File: config.mk
export PLATFORM = sky130hd
export DESIGN_NAME = leaf_out_arbiter
export DESIGN_NICKNAME = d
export VERILOG_FILES = /design/src/rtl/leaf_pkt_pkg.sv /design/src/rtl/leaf_out_arbiter_rr_picker.sv /design/src/rtl/leaf_out_arbiter.sv
export SDC_FILE = /design/constraint.sdc
export NUM_CORES = 1
export LEC_CHECK = 0
export BUFFER_PORTS_ARGS = -buffer_cell sky130_fd_sc_hd__buf_2
export CAP_MARGIN = 0
export CELL_PAD_IN_SITES_DETAIL_PLACEMENT = 0
export CELL_PAD_IN_SITES_GLOBAL_PLACEMENT = 1
export CORE_UTILIZATION = 41
export CTS_BUF_LIST = sky130_fd_sc_hd__clkbuf_16
export CTS_CLUSTER_SIZE = 25
export DETAILED_ROUTE_END_ITERATION = 6
export PLACE_DENSITY = 0.85
export SLEW_MARGIN = 40
export SYNTH_ARGS = -nofsm -noshare
export SYNTH_HDL_FRONTEND = slang
export SYNTH_SLANG_ARGS = --single-unit
File: constraint.sdc
create_clock -name clk -period 5.4 [get_ports clk]
set_input_delay 0.27 -clock clk [delete_from_list [all_inputs] [get_ports clk]]
set_output_delay 0.27 -clock clk [all_outputs]
set_load 0.05 [all_outputs]
File: src/rtl/leaf_pkt_pkg.sv
// Shared packet layout, FSM state and width constants for the leaf output arbiter.
package leaf_pkt_pkg;

   localparam int unsigned PAYLOAD_BITS  = 32;
   localparam int unsigned NUM_LEAF_BITS = 5;
   localparam int unsigned NUM_PORT_BITS = 4;
   localparam int unsigned NUM_ADDR_BITS = 7;
   localparam int unsigned DST_BITS      = NUM_LEAF_BITS + NUM_PORT_BITS;
   localparam int unsigned PKT_BITS      = 1 + DST_BITS + NUM_ADDR_BITS + PAYLOAD_BITS;

   localparam int unsigned PKT_VLD_BIT   = 48;
   localparam int unsigned PKT_LEAF_MSB  = 47;
   localparam int unsigned PKT_LEAF_LSB  = 43;
   localparam int unsigned PKT_PORT_MSB  = 42;
   localparam int unsigned PKT_PORT_LSB  = 39;
   localparam int unsigned PKT_ADDR_MSB  = 38;
   localparam int unsigned PKT_ADDR_LSB  = 32;

   localparam int unsigned CREDIT_BITS   = 7;
   localparam int unsigned STAT_BITS     = 16;

   typedef enum logic {
      IDLE = 1'b0,
      SEND = 1'b1
   } arb_state_e;

   typedef struct packed {
      logic                     vld;
      logic [NUM_LEAF_BITS-1:0] leaf;
      logic [NUM_PORT_BITS-1:0] port;
      logic [NUM_ADDR_BITS-1:0] addr;
      logic [PAYLOAD_BITS-1:0]  payload;
   } leaf_pkt_t;

   // Clamp a widened credit sum to the per-port ceiling.
   function automatic logic [CREDIT_BITS-1:0] sat_credit(
      input logic [CREDIT_BITS+1:0] sum,
      input logic [CREDIT_BITS-1:0] max_crd
   );
      if (sum > (CREDIT_BITS+2)'(max_crd)) return max_crd;
      return CREDIT_BITS'(sum);
   endfunction

endpackage

File: src/rtl/leaf_out_arbiter_rr_picker.sv
// Rotating-priority one-hot selector: first requester strictly after last_i, wrapping.
module rr_picker #(
   parameter int unsigned N     = 3,
   parameter int unsigned IDX_W = 2
) (
   input  logic [N-1:0]     req_i,
   input  logic [IDX_W-1:0] last_i,
   output logic [N-1:0]     gnt_c_o,
   output logic [IDX_W-1:0] idx_c_o
);

   int unsigned k;
   logic        found;

   always_comb begin
      gnt_c_o = '0;
      idx_c_o = last_i;
      found   = 1'b0;
      k       = 0;
      for (int unsigned off = 1; off <= N; off++) begin
         k = (32'(last_i) + off) % N;
         if (!found && req_i[IDX_W'(k)]) begin
            found               = 1'b1;
            gnt_c_o[IDX_W'(k)]  = 1'b1;
            idx_c_o             = IDX_W'(k);
         end
      end
   end

endmodule

File: src/rtl/leaf_out_arbiter.sv
// Round-robin arbiter sharing the leaf->BFT packet link among user output streams,
// with per-port credits and sequence numbers. LEAF_OUT_ARB_STATS_EN adds stats_flat counters.
module leaf_out_arbiter
   import leaf_pkt_pkg::*;
#(
   parameter int unsigned NUM_OUT_PORTS = 3,
   parameter int unsigned MAX_CREDIT    = 64
) (
   input  logic                                  clk,
   input  logic                                  reset_n,
   input  logic                                  enable,
   input  logic                                  resend,
   input  logic [NUM_OUT_PORTS*PAYLOAD_BITS-1:0] din_user,
   input  logic [NUM_OUT_PORTS-1:0]              vld_user,
   output logic [NUM_OUT_PORTS-1:0]              ack_user,
   input  logic                                  cfg_we,
   input  logic [2:0]                            cfg_port,
   input  logic [DST_BITS-1:0]                   cfg_dst,
   input  logic                                  cfg_clr,
   input  logic                                  crd_vld,
   input  logic [2:0]                            crd_port,
   input  logic [6:0]                            crd_amt,
   output logic [PKT_BITS-1:0]                   pkt_out,
   output logic                                  pkt_vld,
   input  logic                                  pkt_rdy
`ifdef LEAF_OUT_ARB_STATS_EN
   ,
   output logic [NUM_OUT_PORTS*32-1:0]           stats_flat
`endif
);

   localparam int unsigned IDX_W  = (NUM_OUT_PORTS > 1) ? $clog2(NUM_OUT_PORTS) : 1;
   localparam int unsigned CSUM_W = CREDIT_BITS + 2;
   localparam logic [CREDIT_BITS-1:0] CRD_MAX = CREDIT_BITS'(MAX_CREDIT);

   arb_state_e                 state_q, state_d;
   logic [IDX_W-1:0]           rr_q, rr_d;
   logic                       resend_pend_q, resend_pend_d;
   logic [CREDIT_BITS-1:0]     credit_q [NUM_OUT_PORTS];
   logic [CREDIT_BITS-1:0]     credit_d [NUM_OUT_PORTS];
   logic [NUM_ADDR_BITS-1:0]   seq_q    [NUM_OUT_PORTS];
   logic [NUM_ADDR_BITS-1:0]   seq_d    [NUM_OUT_PORTS];
   logic [DST_BITS-1:0]        dst_q    [NUM_OUT_PORTS];
   logic [NUM_OUT_PORTS-1:0]   ent_vld_q;
   logic [NUM_OUT_PORTS-1:0]   ack_q, ack_d;
   leaf_pkt_t                  pkt_q, pkt_d;
   logic                       pkt_vld_q, pkt_vld_d;

   logic [NUM_OUT_PORTS-1:0]   eligible, pick_oh, grant_oh;
   logic [IDX_W-1:0]           pick_idx;
   logic                       handshake, resend_apply, grant_en;

   always_comb begin
      for (int i = 0; i < NUM_OUT_PORTS; i++) begin
         eligible[i] = vld_user[i] & ent_vld_q[i] & (credit_q[i] != '0) & enable;
      end
   end

   rr_picker #(
      .N     (NUM_OUT_PORTS),
      .IDX_W (IDX_W)
   ) u_rr_picker (
      .req_i   (eligible),
      .last_i  (rr_q),
      .gnt_c_o (pick_oh),
      .idx_c_o (pick_idx)
   );

   // A resend seen mid-packet waits for the handshake; in IDLE it blocks that cycle's grant.
   assign handshake     = (state_q == SEND) & pkt_rdy;
   assign resend_apply  = ((state_q == IDLE) & resend) | (handshake & (resend | resend_pend_q));
   assign grant_en      = (state_q == IDLE) & (|eligible) & ~resend;
   assign grant_oh      = grant_en ? pick_oh : '0;
   assign resend_pend_d = handshake ? 1'b0 : (resend_pend_q | ((state_q == SEND) & resend));
   assign rr_d          = grant_en ? pick_idx : rr_q;

   always_ff @(posedge clk or negedge reset_n) begin
      if (!reset_n) state_q <= IDLE;
      else          state_q <= state_d;
   end

   always_comb begin
      state_d = state_q;
      case (state_q)
         IDLE:    if (grant_en) state_d = SEND;
         SEND:    if (pkt_rdy)  state_d = IDLE;
         default: state_d = IDLE;
      endcase
   end

   always_comb begin
      ack_d     = grant_oh;
      pkt_vld_d = (state_d == SEND);
      pkt_d     = pkt_q;
      if (grant_en) begin
         pkt_d.vld                = 1'b1;
         {pkt_d.leaf, pkt_d.port} = dst_q[pick_idx];
         pkt_d.addr               = seq_q[pick_idx];
         pkt_d.payload            = din_user[int'(pick_idx)*PAYLOAD_BITS +: PAYLOAD_BITS];
      end
   end

   // Credit return and grant may land on the same port: add and subtract, then clamp.
   always_comb begin
      for (int i = 0; i < NUM_OUT_PORTS; i++) begin
         credit_d[i] = sat_credit(CSUM_W'(credit_q[i])
                                  + ((crd_vld && (int'(crd_port) == i)) ? CSUM_W'(crd_amt) : '0)
                                  - CSUM_W'(grant_oh[i]), CRD_MAX);
         seq_d[i]    = seq_q[i] + NUM_ADDR_BITS'(grant_oh[i]);
         if (resend_apply) begin
            credit_d[i] = CRD_MAX;
            seq_d[i]    = '0;
         end
      end
   end

   always_ff @(posedge clk or negedge reset_n) begin
      if (!reset_n) begin
         rr_q          <= IDX_W'(NUM_OUT_PORTS - 1);
         resend_pend_q <= 1'b0;
         ack_q         <= '0;
         pkt_q         <= '0;
         pkt_vld_q     <= 1'b0;
         for (int i = 0; i < NUM_OUT_PORTS; i++) begin
            credit_q[i] <= CRD_MAX;
            seq_q[i]    <= '0;
         end
      end else begin
         rr_q          <= rr_d;
         resend_pend_q <= resend_pend_d;
         ack_q         <= ack_d;
         pkt_q         <= pkt_d;
         pkt_vld_q     <= pkt_vld_d;
         for (int i = 0; i < NUM_OUT_PORTS; i++) begin
            credit_q[i] <= credit_d[i];
            seq_q[i]    <= seq_d[i];
         end
      end
   end

   // Destination table; out-of-range indices match no entry.
   always_ff @(posedge clk or negedge reset_n) begin
      if (!reset_n) begin
         ent_vld_q <= '0;
         for (int i = 0; i < NUM_OUT_PORTS; i++) dst_q[i] <= '0;
      end else if (cfg_we) begin
         for (int i = 0; i < NUM_OUT_PORTS; i++) begin
            if (int'(cfg_port) == i) begin
               ent_vld_q[i] <= ~cfg_clr;
               if (!cfg_clr) dst_q[i] <= cfg_dst;
            end
         end
      end
   end

   assign ack_user = ack_q;
   assign pkt_out  = pkt_q;
   assign pkt_vld  = pkt_vld_q;

`ifdef LEAF_OUT_ARB_STATS_EN
   logic [STAT_BITS-1:0] grant_cnt_q [NUM_OUT_PORTS];
   logic [STAT_BITS-1:0] stall_cnt_q [NUM_OUT_PORTS];

   always_ff @(posedge clk or negedge reset_n) begin
      if (!reset_n) begin
         for (int i = 0; i < NUM_OUT_PORTS; i++) begin
            grant_cnt_q[i] <= '0;
            stall_cnt_q[i] <= '0;
         end
      end else begin
         for (int i = 0; i < NUM_OUT_PORTS; i++) begin
            if (resend_apply) begin
               grant_cnt_q[i] <= '0;
               stall_cnt_q[i] <= '0;
            end else begin
               if (grant_oh[i] && (grant_cnt_q[i] != '1))
                  grant_cnt_q[i] <= grant_cnt_q[i] + STAT_BITS'(1);
               if (vld_user[i] && !ack_q[i] && ent_vld_q[i] && (stall_cnt_q[i] != '1))
                  stall_cnt_q[i] <= stall_cnt_q[i] + STAT_BITS'(1);
            end
         end
      end
   end

   always_comb begin
      stats_flat = '0;
      for (int i = 0; i < NUM_OUT_PORTS; i++) begin
         stats_flat[i*32 +: 32] = {stall_cnt_q[i], grant_cnt_q[i]};
      end
   end
`endif

endmodule

# After elaboration in Yosys (flattened, before gate mapping)
# Cells that the tools add are included.
dict set report op_classes {
  bitwise 24
  shift 1
  eq_ne 4
  muxes 49
  div 3
  order_cmp 10
  n_reduce_logical 22
  addsub 12
}
# op count
set ops {}
lappend ops {{7-bit 2-to-1 mux} 17}
lappend ops {{32-bit by 2-bit modulo with 32-bit output (second input constant)} 3}
lappend ops {{96-bit by 8-bit variable part select with 32-bit output} 1}
lappend ops {{9-bit by 7-bit > comparator with 1-bit output (second input constant)} 3}
lappend ops {{8-bit by 1-bit subtractor with 9-bit output} 3}
lappend ops {{7-bit by 7-bit adder with 8-bit output} 3}
lappend ops {{7-bit by 1-bit adder with 7-bit output} 3}
lappend ops {{7-bit nonzero test} 3}
lappend ops {{9-bit binary-select mux with 2-bit select} 1}
lappend ops {{9-bit 2-to-1 mux} 2}
lappend ops {{1-bit AND} 15}
lappend ops {{7-bit binary-select mux with 2-bit select} 1}
lappend ops {{1-bit 2-to-1 mux} 14}
lappend ops {{3-bit 2-to-1 mux} 4}
lappend ops {{2-bit by 3-bit less-than comparator with 1-bit output (second input constant)} 3}
lappend ops {{3-bit AND reduction} 3}
lappend ops {{1-bit logical AND} 8}
lappend ops {{2-bit by 2-bit adder with 3-bit output (second input constant)} 2}
lappend ops {{1-bit binary-select mux with 2-bit select} 3}
lappend ops {{1-bit demux with 2-bit select} 3}
lappend ops {{3-bit by 2-bit equality test with 1-bit output (second input constant)} 2}
lappend ops {{3-bit equality test (second input constant)} 2}
lappend ops {{2-bit by 1-bit greater-or-equal comparator with 1-bit output (second input constant)} 3}
lappend ops {{3-bit logical NOT} 2}
lappend ops {{11 further kinds} 21}
dict set report word_totals {
  out_inout_bits 53
  reg_bits 128
  input_bits 129
}

# Depth between registers and ports, before layout
# Gate-level depths: netlist (run 1).
dict set report logic_depth {
  word_depth 18
  mapped_depth 20
  mapped_depth_nobuf 19
}

# By module
# From an unflattened synthesis (run 1), not the netlist that was laid out.
dict set report hier_totals {
  hier_cells 858
  area_unflattened_um2 7817.5
}
# mod area_per_inst_um2 instances seq_area_each_um2 cells_per_inst
set modules_own_cells {}
lappend modules_own_cells {leaf_out_arbiter 7518.5 1 3208.1 815}
lappend modules_own_cells {rr_picker 299.0 1 0.0 43}

# Worst setup path after synthesis (run 1)
# No wires, ideal clock.
dict set report synth_path {
  path_kind {register -> register}
  from {register credit_q[9] (netlist name)}
  to {register credit_q[12] (netlist name)}
  setup_slack_ns 1.203
  arrival_ns 4.057
  n_path_buf 0
  path_stages_with_launch 16
  cell_sequence {dfrtp_1 > or4_4 > o21a_4 > or4_1 > o211ai_2 > a32oi_2 > a21oi_1 > inv_1 > ha_1 > a21o_1 > a21o_1 > a211o_1 > a211oi_1 > o32ai_1 > a21oi_1 > nor3b_1}
}
# item line_no
set synth_rtl {}
lappend synth_rtl {{start, declared} leaf_out_arbiter.sv:39} ;# logic [CREDIT_BITS-1:0] credit_q [NUM_OUT_PORTS];
lappend synth_rtl {{start signal, assigned by index} leaf_out_arbiter.sv:135} ;# credit_q[i] <= credit_d[i];

==> metrics, run 1 <==
DRC viols 46; Avg Inst Size Synth 9.62 um2; CTS tree built; Cell Pwr Density 515 nW/um2; setup TNS 0 ns; Crit-path slowest cell ha_1; synth warn 0; cell area after synthesis 7600 um2; drt via density 5.30; WL final 19500 um; final worst path period share 89.4%; worst reg2reg setup slack 0.57 ns; Layout area overhead 23.1%; antenna violations before repair 0; Worst R2R Path Depth 18; Skew-Pair Late Insertion Delay 0.42 ns; # port buffers 181; Net Count, Synth 969; worst r2r src rr_q[0]; Detail Placement HPWL 14000 um; Worst Slack Setup Final 0.570 ns; area of the multi-input gates 3840 um2; pin count of the biggest net entering global routing 76; delay-heaviest family, CP compound AO/OA/AOI/OAI gates; Die X 138 um; Initial DRC Count 344; DR pass1 iterations 7; Antenna Cells 0; final hold violations 0; Netlist cell types 57; fmax 207 MHz; required time worst endpoint 5.67 ns; Crit Path Category reg -> reg; critical path launch point type flop; core area 18100 um2; die height 138 um; DR WL/cell 16.1 um; pre-CTS WS 0.654 ns; worst path cell trace inv_1, ha_1, a211o_1, a21oi_1, a31oi_1, mux2_2, o21ai_0, xnor2_1, ha_1, inv_1, fa_1, nor2b_1, o21ai_0, a21boi_0, o21a_1, o32ai_1, a21oi_1, nor3_1; initial cell density of the core 42.0%; CP max FO 14; # setup viols final 0; Post-Syn Instances 790; asr flop ratio synth 100%; most frequent cell after synthesis dfrtp_1; TritonCTS buffer count 17; CP Data Arrival Time 5.10 ns; Final Max Slew Viols 0; register area share after synthesis 42.2%; Setup crit end kind flop; GPL Wtd Cong 0.898; Synth top cells by count dfrtp_1, inv_1, nand2_1; outcome complete, but fails checks; worst-case clock buffer depth 2; RSZ-0062 raised after global routing false; reg-to-reg critical path endpoint credit_q[15]; worst setup path endpoint credit_q[15]; Clock Tree Root clkbuf_16; htree depth 4; failing checks design-rule violations; Fill cells 1681; Slew headroom 52.6%; CP Depth 18; Die Area 19100 um2; Slew @ Worst Pin 0.711 ns; # rows 49; nets@finish 1151; vias in the first global route 6468; Clock Skews 0.00880 ns; MaxCap Viol Count 0; Slowest Stage Delay on Critical Path 0.49 ns; Register Area 3210 um2; largest cells by area after synthesis dfrtp_1, ha_1, mux2i_1; origin of the worst setup path rr_q[0]; Tmin final 4.83 ns; via count 6429; Synth top area share 40.8%; EDFF count, synth 0; cts repair resizes 0; first-pass GRT wire length 32800 um; total track usage 21.6%; Synth area leader dfrtp_1; post-route ant nets 0; boundary pin count 182; Most used DFF post-synth dfrtp_1; share of cells above drive strength 1 26.1%; total gr overflow 0; clock sink total 128; Crit path buffers/inverters 2; Tightest Hold Check Type in -> reg; clock slew at reported path FFs 0.06 ns; Leakage Power 4.89 nW; maximum VDD drop 0.281 mV; FF+latch count, synth 128
-- state kept, by name, indices dropped and copies added, names as in the netlist --
name,flops
pkt_out,49
seq_q,21
rr_q,2
ent_vld_q,3
credit_q,21
dst_q,27
ack_user,3
resend_pend_q,1
pkt_vld,1
-- metrics by stage --
stage | hold slack, ns | area, um2 | util, % | power [mW] | instances
6_report | 0.0335 | 9350 | 51.7 | 4.82 | 1214
5_1_grt | 0.0317 | 9350 | 51.7 | 5.14 | 1214
4_1_cts | 0.0175 | 9350 | 51.7 | 4.86 | 1214
3_5_place_dp | 0.265 | 8750 | 48.4 | 3.70 | 1181
3_3_place_gp | 0.261 | 8730 | 48.3 | 3.67 | 1181
2_1_floorplan | -0.0256 | 7600 | - | 3.15 | 790
-- layout by cell type (no fill, tap or decap), types with 9 or more instances in the layout --
cell type  Yosys  routed
nor2_1        33      30
ha_1          47      47
mux2_2        19      19
a21oi_1       20      20
o221ai_1      48      48
nand2_1       90      89
o21a_1        10      10
o21ai_0       21      21
o211ai_1       9       9
nor3b_1       18      18
mux2i_1       51      51
a21o_1        12      12
nand3_1       13      13
dfrtp_1      124     124
inv_1        115     116
xnor2_1       13      13
clkbuf_16      0      17
buf_2          3     180
nor3_1        17      17
-- per-layer routing --
metal | routed length, um | vias up | global-route usage [%] | share of wire, %
met4 | 392 | 0 | 7.45 | 2.0
met3 | 947 | 24 | 4.36 | 4.8
li1 | - | 3151 | - | -
met5 | 0 | - | 0 | 0
met1 | 8670 | 3070 | 27.0 | 44
met2 | 9520 | 184 | 37.1 | 49
-- worst min path at each step --
stage	to	start	depth (start not counted)	slack, ns
after floorplan	ack_user[0]	reset_n	0	-0.03
after global placement	pkt_out[45]	reset_n	1	0.26
after detailed placement	pkt_out[45]	reset_n	1	0.27
after CTS	resend_pend_q	pkt_rdy	2	0.02
after global routing	resend_pend_q	pkt_rdy	2	0.03
final	resend_pend_q	pkt_rdy	2	0.03
-- cell type report --
type,count,share of cell area [%]
well taps,229,3.06
multi-input cells,519,41.1
flip-flops and latches,128,34.3
clock inverters,15,1.73
repair buffers,191,10.7
clock buffers,17,4.55
inverters,115,4.62
-- logic make-up after synthesis --
group	count (synthesis)	synth area share, %
compound gates	164	16.2
xor+xnor	21	2.42
fa+ha+maj	50	8.53
buf+inv	143	7.46
flops	128	42.2
mux	70	9.53
simple gates	214	13.6
-- repair_timing --
item | in CTS | in global routing
hold buffers | 1 | 0
setup buffers | 0 | 0
endpoints found under the hold margin | 53 | 0
-- power by group --
group          total (mW)  internal [mW]  switching [mW]  leakage [nW]
Combinational        2.34          0.813            1.53          2.95
Sequential           1.34           1.21           0.128          1.66
Clock                1.14          0.684           0.452         0.287
Note: power is estimated with default switching activity, not from simulation.
==> run 2: changes to the inputs <==
--- a/config.mk
+++ b/config.mk
@@ -7,3 +7,3 @@
 export LEC_CHECK = 0
-export BUFFER_PORTS_ARGS = -buffer_cell sky130_fd_sc_hd__buf_2
+export BUFFER_PORTS_ARGS = -buffer_cell sky130_fd_sc_hd__buf_4
 export CAP_MARGIN = 0
@@ -15,2 +15,3 @@
 export DETAILED_ROUTE_END_ITERATION = 6
+export GPL_ROUTABILITY_DRIVEN = 0
 export PLACE_DENSITY = 0.85
--- a/constraint.sdc
+++ b/constraint.sdc
@@ -3,2 +3,2 @@
 set_output_delay 0.27 -clock clk [all_outputs]
-set_load 0.05 [all_outputs]
+set_load 0.1 [all_outputs]
==> metrics, run 2 (synthesis results as in run 1) <==
outcome complete, but fails checks (unchanged); failing checks design-rule violations (unchanged); fmax 204 MHz (was 207 MHz); pin count of the biggest net entering global routing 78 (was 76); combinational share of power 53.8% (was 48.7%); Slew headroom 52.5% (was 52.6%); share of cells above drive strength 1 25.9% (was 26.1%); Detail Placement HPWL 14200 um (was 14000 um); Die Area 19100 um2 (unchanged); TritonCTS buffer count 17 (unchanged); Slew @ Worst Pin 0.713 ns (was 0.711 ns); # port buffers 181 (unchanged); core area 18100 um2 (unchanged); antenna violations before repair 0 (unchanged); DRC viols 46 (unchanged); Layout area overhead 29.8% (was 23.1%); Switching Share 47.5% (was 43.8%); # setup viols final 0 (unchanged); CP max FO 9 (was 14); max reg flops 49 (unchanged); Leakage Power 5.06 nW (was 4.89 nW); DR WL/cell 16.3 um (was 16.1 um); commonest non-fill, non-tap cell in the layout buf_4 (was buf_2); final std cells w/o fill 1214 (unchanged); Cell Pwr Density 569 nW/um2 (was 515 nW/um2); cell-internal power 2.95 mW (was 2.71 mW); htree depth 4 (unchanged); commonest cells after routing, fill and taps aside buf_4, dfrtp_1, inv_1 (was buf_2, dfrtp_1, inv_1); Clock Tree Root clkbuf_16 (unchanged); Tightest Hold Check Type in -> reg (unchanged); clock slew at reported path FFs 0.06 ns (about the same); NetSw 2.67 mW (was 2.11 mW); boundary pin count 182 (unchanged); Placed Cells 1180 (was 1181); Clk network pwr share 22.3% (was 23.6%); setup TNS 0 ns (unchanged); Initial DRC Count 279 (was 344); MaxCap Viol Count 0 (unchanged); maximum VDD drop 0.285 mV (was 0.281 mV); initial cell density of the core 42.0% (unchanged); Crit Path Category reg -> reg (unchanged); total track usage 21.7% (was 21.6%); Antenna Cells 0 (unchanged); DR pass1 iterations 7 (unchanged); hold_buf cts 1 (unchanged); required time worst endpoint 5.67 ns (about the same); vias in the first global route 6502 (was 6468); CP Data Arrival Time 5.17 ns (was 5.10 ns); via count 6476 (was 6429); Skew-Pair Late Insertion Delay 0.42 ns (about the same); postcts setup bufs 0 (unchanged); Sequential Power Share 23.9% (was 27.7%); Setup crit end kind flop (unchanged); first-pass GRT wire length 33100 um (was 32800 um); RSZ-0062 raised after global routing false (unchanged); cts repair resizes 0 (unchanged); Fill cells 1638 (was 1681); critical path launch point type flop (unchanged); final hold violations 0 (unchanged); die height 138 um (unchanged); # rows 49 (unchanged); Clock Skews 0.0148 ns (was 0.00880 ns); WL final 19800 um (was 19500 um); Tmin final 4.89 ns (was 4.83 ns); worst-case clock buffer depth 2 (unchanged); total gr overflow 0 (unchanged); final worst path period share 90.6% (was 89.4%); Die X 138 um (unchanged); drt via density 5.33 (was 5.30); nets@finish 1151 (unchanged); post-route ant nets 0 (unchanged); CTS tree built (unchanged); clock sink total 128 (unchanged); Final Max Slew Viols 0 (unchanged)
run 2: cell types whose count changed in the layout (fill, tap and decap cells not counted), sizes merged:
cell | previous run | this run
inv | 119 | 120
clkinvlp | 2 | 1
bufinv | 2 | 5
clkinv | 7 | 4
run 2: layer usage:
layer / track usage, % / part of all wire (%) / vias up
li1: - / - / 3153
met1: 28.1 / 45 / 3082
met2: 36.4 / 47 / 212
met3: 4.75 / 5.7 / 29
met4: 6.27 / 1.6 / 0
met5: 0 / 0 / -
run 2: critical path, stage by stage, from the launching register on:
cell and delay (ns):
dfrtp_1 0.39, or4_4 0.59, o21ai_0 0.49, a311oi_2 0.36
and4_1 0.30, a31oi_2 0.45, xor2_1 0.23, ha_1 0.19
inv_1 0.05, fa_1 0.39, nor2b_1 0.12, o21ai_0 0.09
a21boi_0 0.31, o21a_1 0.19, o32ai_1 0.08, a21oi_1 0.41
nor3_1 0.12
run 2: worst paths after layout:
check | end | cells after the start | slack [ns] | from
setup reg to reg | credit_q[1] | 16 | 0.51 | credit_q[9]
hold / removal | resend_pend_q | 2 | 0.03 | pkt_rdy
min in group asynchronous | pkt_out[45] | 2 | 0.45 | reset_n
max in group asynchronous | pkt_out[13] | 3 | 3.82 | reset_n
setup / recovery | credit_q[1] | 16 | 0.51 | credit_q[9]
hold reg to reg | pkt_out[48] | 1 | 0.46 | pkt_out[48]
run 2: area by class of cell:
| cell class | instances | area, um2 | share of cell area, % |
|---|---|---|---|
| multi-input combinational | 519 | 3850 | 39.0 |
| sequential | 128 | 3210 | 32.5 |
| timing repair buffer | 191 | 1450 | 14.7 |
| inverter | 115 | 432 | 4.38 |
| clock buffer | 17 | 425 | 4.31 |
| tap | 229 | 287 | 2.91 |
| clock inverter | 15 | 214 | 2.17 |
run 2: power by group through the flow:
stage               Sequential (mW)  Combinational (mW)  Clock [mW]
detailed placement             1.36                3.02           0
CTS                            1.34                3.03        1.28
floorplan                      2.38                1.32           0
global route                   1.38                3.23        1.32
finish                         1.34                3.02        1.25
global placement               1.35                3.00           0
run 2: through the flow:
| step | utilization, % | hold slack (ns) | setup WS (ns) | area [um2] | total power [mW] |
|---|---|---|---|---|---|
| 3_3_place_gp | 50.7 | 0.451 | 0.754 | 9170 | 4.34 |
| 5_1_grt | 54.5 | 0.0192 | 0.157 | 9860 | 5.93 |
| 4_1_cts | 54.4 | 0.0153 | 0.555 | 9850 | 5.65 |
| 3_5_place_dp | 50.8 | 0.342 | 0.623 | 9200 | 4.38 |
| 2_1_floorplan | - | -0.0256 | 1.20 | 7600 | 3.70 |
| 6_report | 54.5 | 0.0286 | 0.505 | 9860 | 5.62 |
==> run 3: changes to the inputs <==
Settings changed: CORE_ASPECT_RATIO set to 1.2.
==> metrics, run 3 (synthesis results as in run 1) <==
via count 6437 (was 6476); DR pass1 iterations 4 (was 7); share of cells above drive strength 1 26.1% (was 25.9%); Worst R2R Path Depth 16 (unchanged); commonest non-fill, non-tap cell in the layout buf_4 (unchanged); Setup crit end kind flop (unchanged); core area 18200 um2 (was 18100 um2); outcome complete, no violations (was complete, but fails checks); drt via density 5.33 (about the same); delay-heaviest family, CP compound AO/OA/AOI/OAI gates (unchanged); Layout area overhead 29.3% (was 29.8%); commonest cells after routing, fill and taps aside buf_4, dfrtp_1, inv_1 (unchanged); worst reg2reg setup slack 0.58 ns (was 0.51 ns); Hold WS 0.0326 ns (was 0.0286 ns); Die X 126 um (was 138 um); critical path launch point type flop (unchanged); Slowest Stage Delay on Critical Path 0.58 ns (was 0.59 ns); post-route ant nets 0 (unchanged); worst-case clock buffer depth 2 (unchanged); Hold Path Stages 2 (unchanged); Placed Area 9190 um2 (was 9200 um2); initial cell density of the core 41.8% (was 42.0%); clock slew at reported path FFs 0.06 ns (about the same); fmax 207 MHz (was 204 MHz); required time worst endpoint 5.68 ns (was 5.67 ns); MaxCap Viol Count 0 (unchanged); total track usage 21.0% (was 21.7%); Tmin final 4.82 ns (was 4.89 ns); clock sink total 128 (unchanged); vias in the first global route 6363 (was 6502); pin count of the biggest net entering global routing 70 (was 78); boundary pin count 182 (unchanged); # port buffers 181 (unchanged); Initial DRC Count 372 (was 279); CP max FO 9 (unchanged); CP most frequent cell o21ai_0 (unchanged); Crit Path Category reg -> reg (unchanged); Clock Skews 0.0222 ns (was 0.0148 ns); max reg flops 49 (unchanged); RSZ-0062 raised after global routing false (unchanged); reg-to-reg critical path endpoint credit_q[8] (was credit_q[1]); DR WL/cell 15.8 um (was 16.3 um); Crit path buffers/inverters 1 (unchanged); Cell Pwr Density 565 nW/um2 (was 569 nW/um2); DRC viols 0 (was 46); Detail Placement HPWL 13900 um (was 14200 um); Crit-path slowest cell or4_4 (unchanged); antenna violations before repair 0 (unchanged); Slew headroom 50.2% (was 52.5%); Skew-Pair Late Insertion Delay 0.43 ns (was 0.42 ns); Leakage Power 5.03 nW (was 5.06 nW); first-pass GRT wire length 31200 um (was 33100 um); total gr overflow 0 (unchanged); Antenna Cells 0 (unchanged); # rows 54 (was 49); nets@finish 1150 (was 1151); Slew @ Worst Pin 0.748 ns (was 0.713 ns); Tightest Hold Check Type in -> reg (unchanged); Clock Tree Root clkbuf_16 (unchanged); postcts setup bufs 0 (unchanged); Final Max Slew Viols 0 (unchanged); htree depth 4 (unchanged); worst r2r src credit_q[9] (unchanged); final worst path period share 89.3% (was 90.6%); Die Area 19100 um2 (about the same); die height 151 um (was 138 um); CP Data Arrival Time 5.10 ns (was 5.17 ns); CTS tree built (unchanged); # setup viols final 0 (unchanged); setup TNS 0 ns (unchanged); hold_sp pkt_rdy (unchanged); Final Cell Area 9830 um2 (was 9860 um2); WL final 19100 um (was 19800 um); final hold violations 0 (unchanged); worst path cell trace or4_4, o21ai_0, a311oi_2, o31a_1, a32oi_2, xor2_1, ha_1, inv_1, fa_1, nor2b_1, o21ai_0, a21boi_0, o21a_1, o32ai_1, a21oi_1, nor3_1 (was or4_4, o21ai_0, a311oi_2, and4_1, a31oi_2, xor2_1, ha_1, inv_1, fa_1, nor2b_1, o21ai_0, a21boi_0, o21a_1, o32ai_1, a21oi_1, nor3_1); hold path endpoint resend_pend_q (unchanged); TritonCTS buffer count 17 (unchanged); maximum VDD drop 0.429 mV (was 0.285 mV)
## run 3: cell count changes in the layout (fill, tap and decap cells not counted), moves of 2 or more
cell | previous run | this run
clkinv_2 | 2 | 0
inv_1 | 117 | 115
inv_8 | 0 | 3
clkinv_4 | 1 | 3
bufinv_16 | 5 | 3
## run 3: how the worst max path moves through the flow
stage                      startpoint      endpoint  slack, ns  cells after the start
after global placement    credit_q[3]   credit_q[9]       0.71                     16
after CTS                 credit_q[9]   credit_q[8]       0.63                     16
after detailed placement  credit_q[9]   credit_q[8]       0.63                     16
after floorplan           credit_q[9]  credit_q[12]       1.20                     15
final                     credit_q[9]   credit_q[8]       0.58                     16
after global routing      credit_q[3]   credit_q[8]       0.15                     16
## run 3: cell type report
class	count	area, um2
clock buffer	17	425
clock inverter	15	200
fill	1653	8350
inverter	115	432
multi-input combinational	519	3850
sequential	128	3210
tap	224	280
timing repair buffer	190	1440
## run 3: what timing repair did
item	CTS	global route
hold endpoints to repair	65	0
resized for setup	0	0
hold buffers	1	0
## run 3: layer usage
layer / GRT usage (%) / vias up / wire length, um
li1: - / 3142 / -
met1: 25.0 / 3084 / 8190
met2: 37.0 / 193 / 9430
met3: 4.95 / 18 / 1070
met4: 7.35 / 0 / 376
met5: 0 / - / 0
## run 3: metrics by stage
| stage | util [%] | setup WS (ns) | cells | power [mW] |
|---|---|---|---|---|
| detailed placement | 50.6 | 0.634 | 1175 | 4.36 |
| global route | 54.1 | 0.153 | 1208 | 5.88 |
| floorplan | - | 1.20 | 790 | 3.70 |
| CTS | 54.0 | 0.629 | 1208 | 5.58 |
| global placement | 50.4 | 0.714 | 1175 | 4.34 |
| finish | 54.1 | 0.580 | 1208 | 5.55 |
## run 3: worst reg2reg max path: cells and delay by family (launching register included)
| kind | cells | cell delay (ns) |
|---|---|---|
| AND/OR/NAND/NOR | 3 | 0.82 |
| AO/OA/AOI/OAI | 9 | 2.62 |
| flip-flops | 1 | 0.38 |
| XOR/XNOR | 1 | 0.21 |
| adder cells (fa/ha/maj) | 2 | 0.58 |
| buffers and inverters | 1 | 0.06 |
## run 3: power by group
part           internal (mW)  switching, mW  total (mW)
registers               1.21          0.136        1.34
clock network          0.742          0.466        1.21
logic                  0.917           2.08        3.00
